<file path="src/rtl/decode_ctrl.sv">
// Decode front end: classifies the opcode into an immediate format and buffers up to two entries (main + skid).
// Latency 1 cycle in->out; in_ready is ~skid_valid (registered), so out_ready never reaches in_ready combinationally.

package decode_pkg;
  typedef enum logic [2:0] {
    I_TYPE = 3'd0,
    S_TYPE = 3'd1,
    B_TYPE = 3'd2,
    U_TYPE = 3'd3,
    J_TYPE = 3'd4
  } immType_e;

  typedef struct packed {
    logic [31:0] inst;
    logic [31:0] pc;
    immType_e    imm_type;
    logic        has_imm;
    logic        illegal;
  } entry_t;
endpackage

module decode_ctrl
  import decode_pkg::*;
(
  input  logic        clk,
  input  logic        rst_n,
  input  logic        in_valid,
  output logic        in_ready,
  input  logic [31:0] in_inst,
  input  logic [31:0] in_pc,
  input  logic        flush,
  output logic        out_valid,
  input  logic        out_ready,
  output logic [31:0] out_inst,
  output logic [31:0] out_pc,
  output immType_e    imm_type,
  output logic        has_imm,
  output logic        illegal
);

  entry_t main_q;
  entry_t skid_q;
  entry_t in_ent;
  logic   main_vld;
  logic   skid_vld;
  logic   accept;
  logic   drain;

  assign accept = in_valid & in_ready;
  assign drain  = main_vld & out_ready;

  always_comb begin
    in_ent          = '0;
    in_ent.inst     = in_inst;
    in_ent.pc       = in_pc;
    in_ent.imm_type = I_TYPE;
    in_ent.has_imm  = 1'b0;
    in_ent.illegal  = 1'b0;
    if (in_inst[1:0] != 2'b11) begin
      in_ent.illegal = 1'b1;
    end else begin
      case (in_inst[6:0])
        7'b0110111, 7'b0010111: begin
          in_ent.imm_type = U_TYPE;
          in_ent.has_imm  = 1'b1;
        end
        7'b1101111: begin
          in_ent.imm_type = J_TYPE;
          in_ent.has_imm  = 1'b1;
        end
        7'b1100011: begin
          in_ent.imm_type = B_TYPE;
          in_ent.has_imm  = 1'b1;
        end
        7'b0100011: begin
          in_ent.imm_type = S_TYPE;
          in_ent.has_imm  = 1'b1;
        end
        7'b1100111, 7'b0000011, 7'b0010011, 7'b0001111, 7'b1110011: begin
          in_ent.has_imm = 1'b1;
        end
        7'b0110011: begin
          in_ent.has_imm = 1'b0;
        end
        default: begin
          in_ent.illegal = 1'b1;
        end
      endcase
    end
  end

  always_ff @(posedge clk or negedge rst_n) begin
    if (!rst_n) begin
      main_vld <= 1'b0;
      skid_vld <= 1'b0;
      main_q   <= '0;
      skid_q   <= '0;
    end else if (flush) begin
      main_vld <= 1'b0;
      skid_vld <= 1'b0;
    end else if (skid_vld) begin
      // in_ready is low here, so only the skid-to-main refill can happen
      if (drain) begin
        main_q   <= skid_q;
        skid_vld <= 1'b0;
      end
    end else if (accept) begin
      if (!main_vld || out_ready) begin
        main_q   <= in_ent;
        main_vld <= 1'b1;
      end else begin
        skid_q   <= in_ent;
        skid_vld <= 1'b1;
      end
    end else if (drain) begin
      main_vld <= 1'b0;
    end
  end

  assign in_ready  = ~skid_vld;
  assign out_valid = main_vld;
  assign out_inst  = main_q.inst;
  assign out_pc    = main_q.pc;
  assign imm_type  = main_q.imm_type;
  assign has_imm   = main_q.has_imm;
  assign illegal   = main_q.illegal;

endmodule

</file>
<file path="config.mk">
export PLATFORM = sky130hd
export DESIGN_NAME = decode_ctrl
export DESIGN_NICKNAME = d
export VERILOG_FILES = /design/src/rtl/decode_ctrl.sv
export SDC_FILE = /design/constraint.sdc
export NUM_CORES = 1
export LEC_CHECK = 0
export CORE_ASPECT_RATIO = 0.7
export CORE_MARGIN = 4
export CORE_UTILIZATION = 45
export CTS_CLUSTER_SIZE = 16
export DETAILED_ROUTE_END_ITERATION = 10
export GPL_TIMING_DRIVEN = 0
export HOLD_SLACK_MARGIN = 0.12
export PLACE_DENSITY_LB_ADDON = 0.08
export SETUP_SLACK_MARGIN = 0.3
export SLEW_MARGIN = 20
export SYNTH_ARGS = -nofsm -noshare
export SYNTH_HDL_FRONTEND = slang
export SYNTH_SLANG_ARGS = --single-unit
</file>
<file path="constraint.sdc">
create_clock -name clk -period 1.5 [get_ports clk]
set_clock_uncertainty 0.1 [all_clocks]
set_input_delay 0.3 -clock clk [delete_from_list [all_inputs] [get_ports clk]]
set_output_delay 0.3 -clock clk [all_outputs]
set_load 0.02 [all_outputs]
</file>
==> impl_metrics.tcl <==
set metrics [dict create \
    nets 932 \
    hold_path_class "input pin to asynchronous set/reset pin" \
    maxSlewHeadroom_pct 54.8 \
    multiInputGateArea_um2 3140 \
    synth_edf_count 0 \
    gp_congestion 0.797 \
    critPathLaunchType "flip-flop" \
    dpl.cell_count 932 \
    drcViolationCount 0 \
    timing.critical_path.required_ps 1730 \
    area_growth_pct 72.1 \
    main_combinational_cell_family_by_area_after_synthesis "simple AND/OR/NAND/NOR gates" \
    setup_viol 140 \
    die_h_um 105 \
    finalSetupTns_ps -26480 \
    wl_per_cell_um 18.6 \
    synthesized_area_fraction_occupied_by_ao_oa_aoi_and_oai_cells_pct 8.44 \
    portBuffers 135 \
    holdWs_ps -298 \
    worst_ir_drop_vdd_v 0.000870 \
    dieWidth_um 147 \
    antenna_left 0 \
    number_of_levels_in_the_clock_h_tree 4 \
    design.portCount 140 \
    timing.max_cap.violations 0 \
    cts_tree "built" \
    crit_arrival_ps 1970 \
    violations_in_the_final_reports "negative hold slack, negative setup slack" \
    final_max_slew_violation_count 0 \
    max_clock_freq_ghz 0.574 \
    syn_inst 630 \
    ys_ff_latch 140 \
    ys.flop_type "dfrtp_1" \
    syn-cell-area_um2 6050 \
    synthXorXnorAreaFrac_pct 0 \
    cts.clk_slew.worst_paths_ps 60 \
    setup_ws_ps -241 \
    grtUsageTotal_pct 22.7 \
    register_area_um2 3500 \
    kind_of_critical_path "flip-flop to flip-flop" \
    clk_latency_ps 420 \
    grt_pass1_wl_mm 27.8 \
    grt_setup_unrepaired "yes" \
    filler_cell_count 787 \
    layout-drive-gt1-share_pct 46.3 \
    worst_r2r_startpoint "skid_vld" \
    drt-vias-per-instance 5.28 \
    ctsLongestPathBuffers 2 \
    core_um2 13100 \
    grt_antenna_before_repair 1 \
    die_area_um2 15400 \
    run_status "finished with violations" \
    post_synth_mux_area_share_pct 10.8 \
    period_utilization_post_route_pct 116 \
    drt_wl_total_mm 19.4 \
    place_ws_ps -1030 \
    synthSimpleGateAreaFrac_pct 19.3 \
    finish.cell_count_without_fillers 1043 \
    dr.first_iter.drc_count 252 \
    timing_hold_violations_final 59 \
    ctsHoldBuffers 3 \
    drtPass1Iterations 6 \
    ys_seq_area_share_pct 57.9 \
    root_buffer "clkbuf_16" \
    post-dp-hpwl_mm 11.4 \
    fp-row-count 35 \
    maximum_number_of_pins_on_one_net_before_global_route_repair 82 \
    grt_pass1_vias 5457 \
    reg2reg_slack_ps -240 \
    synthDistinctLibCells 35 \
    crit_path_start "skid_vld" \
    synth_async_sr_flop_share_pct 100 \
    cellPowerDensity_nw_per_um2 1340 \
    path_max_fanout 6 \
    dr_total_vias 5507 \
    cts-buffers-inserted 17 \
    synth.yosys.warnings 0 \
    ff2ff_path_depth 8 \
    power.static_leakage_nw 4.64 \
    tightest_slew_ps 672 \
    clkSinkCount 140 \
    globalRoute.totalOverflow 0 \
    period_minus_slack_ps 1740 \
    yosys.area_share.adder_pct 0 \
    syn-mean-instance-area_um2 9.60 \
    initial_utilization_pct 46.0 \
    syn_nets 699 \
    worstSetupEndpointType "flip-flop" \
]
-- where the power goes --
group / leakage, nW / switching (mW) / total, mW / internal, mW
clock network: 0.310 / 1.61 / 4.60 / 2.99
logic: 2.66 / 1.85 / 4.02 / 2.17
registers: 1.67 / 0.741 / 5.34 / 4.60
total: 4.64 / 4.20 / 14.0 / 9.76
-- sequential cells by signal, summed over array words and instances (netlist names) --
register	flops
has_imm	1
illegal	1
imm_type	3
out_inst	32
out_pc	32
out_valid	1
skid_q	69
skid_vld	1
-- per-stage QoR --
| step | util, % | power (mW) | instance area (um^2) |
|---|---|---|---|
| 2_1_floorplan | - | 6.61 | 6320 |
| 3_3_place_gp | 60.0 | 7.92 | 7880 |
| 3_5_place_dp | 60.2 | 8.05 | 7920 |
| 4_1_cts | 69.3 | 13.0 | 9110 |
| 5_1_grt | 79.2 | 14.6 | 10400 |
| 6_report | 79.2 | 14.0 | 10400 |
-- layout make-up --
type | count | share of cell area [%]
Inverter | 4 | 0.192
Buffer | 42 | 4.94
Clock inverter | 12 | 1.86
Clock buffer | 20 | 4.29
Timing Repair Buffer | 214 | 22.9
Antenna cell | 1 | 0.0240
Tap cell | 166 | 1.99
Sequential cell | 140 | 33.7
Multi-Input combinational cell | 444 | 30.2
-- worst paths after layout --
kind                          endpoint
max reg2reg                out_inst[7]
max                        out_inst[7]
min                         skid_q[32]
max in group asynchronous   skid_q[52]
min reg2reg                 skid_q[36]
min in group clk            skid_q[43]
-- worst max-delay path, cell delays in order (launching register included) --
cell	delay, ps
dfrtp_1	440
buf_6	140
nand2_4	50
a221oi_4	250
buf_6	190
buf_12	160
buf_8	140
nor2_1	40
a21oi_1	130
-- synth_stat cells (all sizes together) (2+ instances only) --
cell type | n | share of area, %
a211oi | 2 | 0.25
nand2 | 203 | 13
a21oi | 70 | 5.9
o21ai | 5 | 0.41
a31oi | 3 | 0.31
nand3b | 2 | 0.25
nand3 | 3 | 0.25
buf | 29 | 2.5
nor2 | 69 | 4.3
o41ai | 2 | 0.54
nand2b | 4 | 0.41
nor4 | 2 | 0.21
clkbuf | 13 | 0.81
dfrtp | 140 | 58
inv | 4 | 0.25
mux2i | 65 | 11
-- logic make-up after synthesis --
kind of cell,count (synthesis)
simple gates,292
flops,140
compound gates,87
mux,65
buf+inv,46
-- cell usage in the layout (no fill, tap or decap), types with 25 or more instances in the layout --
cell type        synthesis  final
nand2_4                  0     41
nand2_2                  0     56
a21oi_1                 69     25
buf_4                    2     55
clkbuf_16                0     31
buf_6                    1     81
mux2i_1                 64     64
a21oi_2                  1     45
dfrtp_1                140    139
nor2_1                  69     42
nand2_1                203    106
clkdlybuf4s50_1          0     62
-- timing repair --
action / in CTS / in global routing
cloned: 3 / 14
endpoints found under the setup margin: 211 / 211
pin swaps: 6 / 64
setup buffers: 29 / 29
endpoints found under the hold margin: 63 / 59
gates resized for setup: 470 / 231
-- per-layer routing --
| metal | routed length, um | track usage (%) |
|---|---|---|
| met5 | 0 | 0 |
| met4 | 271 | 7.25 |
| met3 | 1180 | 5.68 |
| met2 | 9260 | 34.6 |
| met1 | 8700 | 32.0 |
Power figures use the tool's default switching activity.
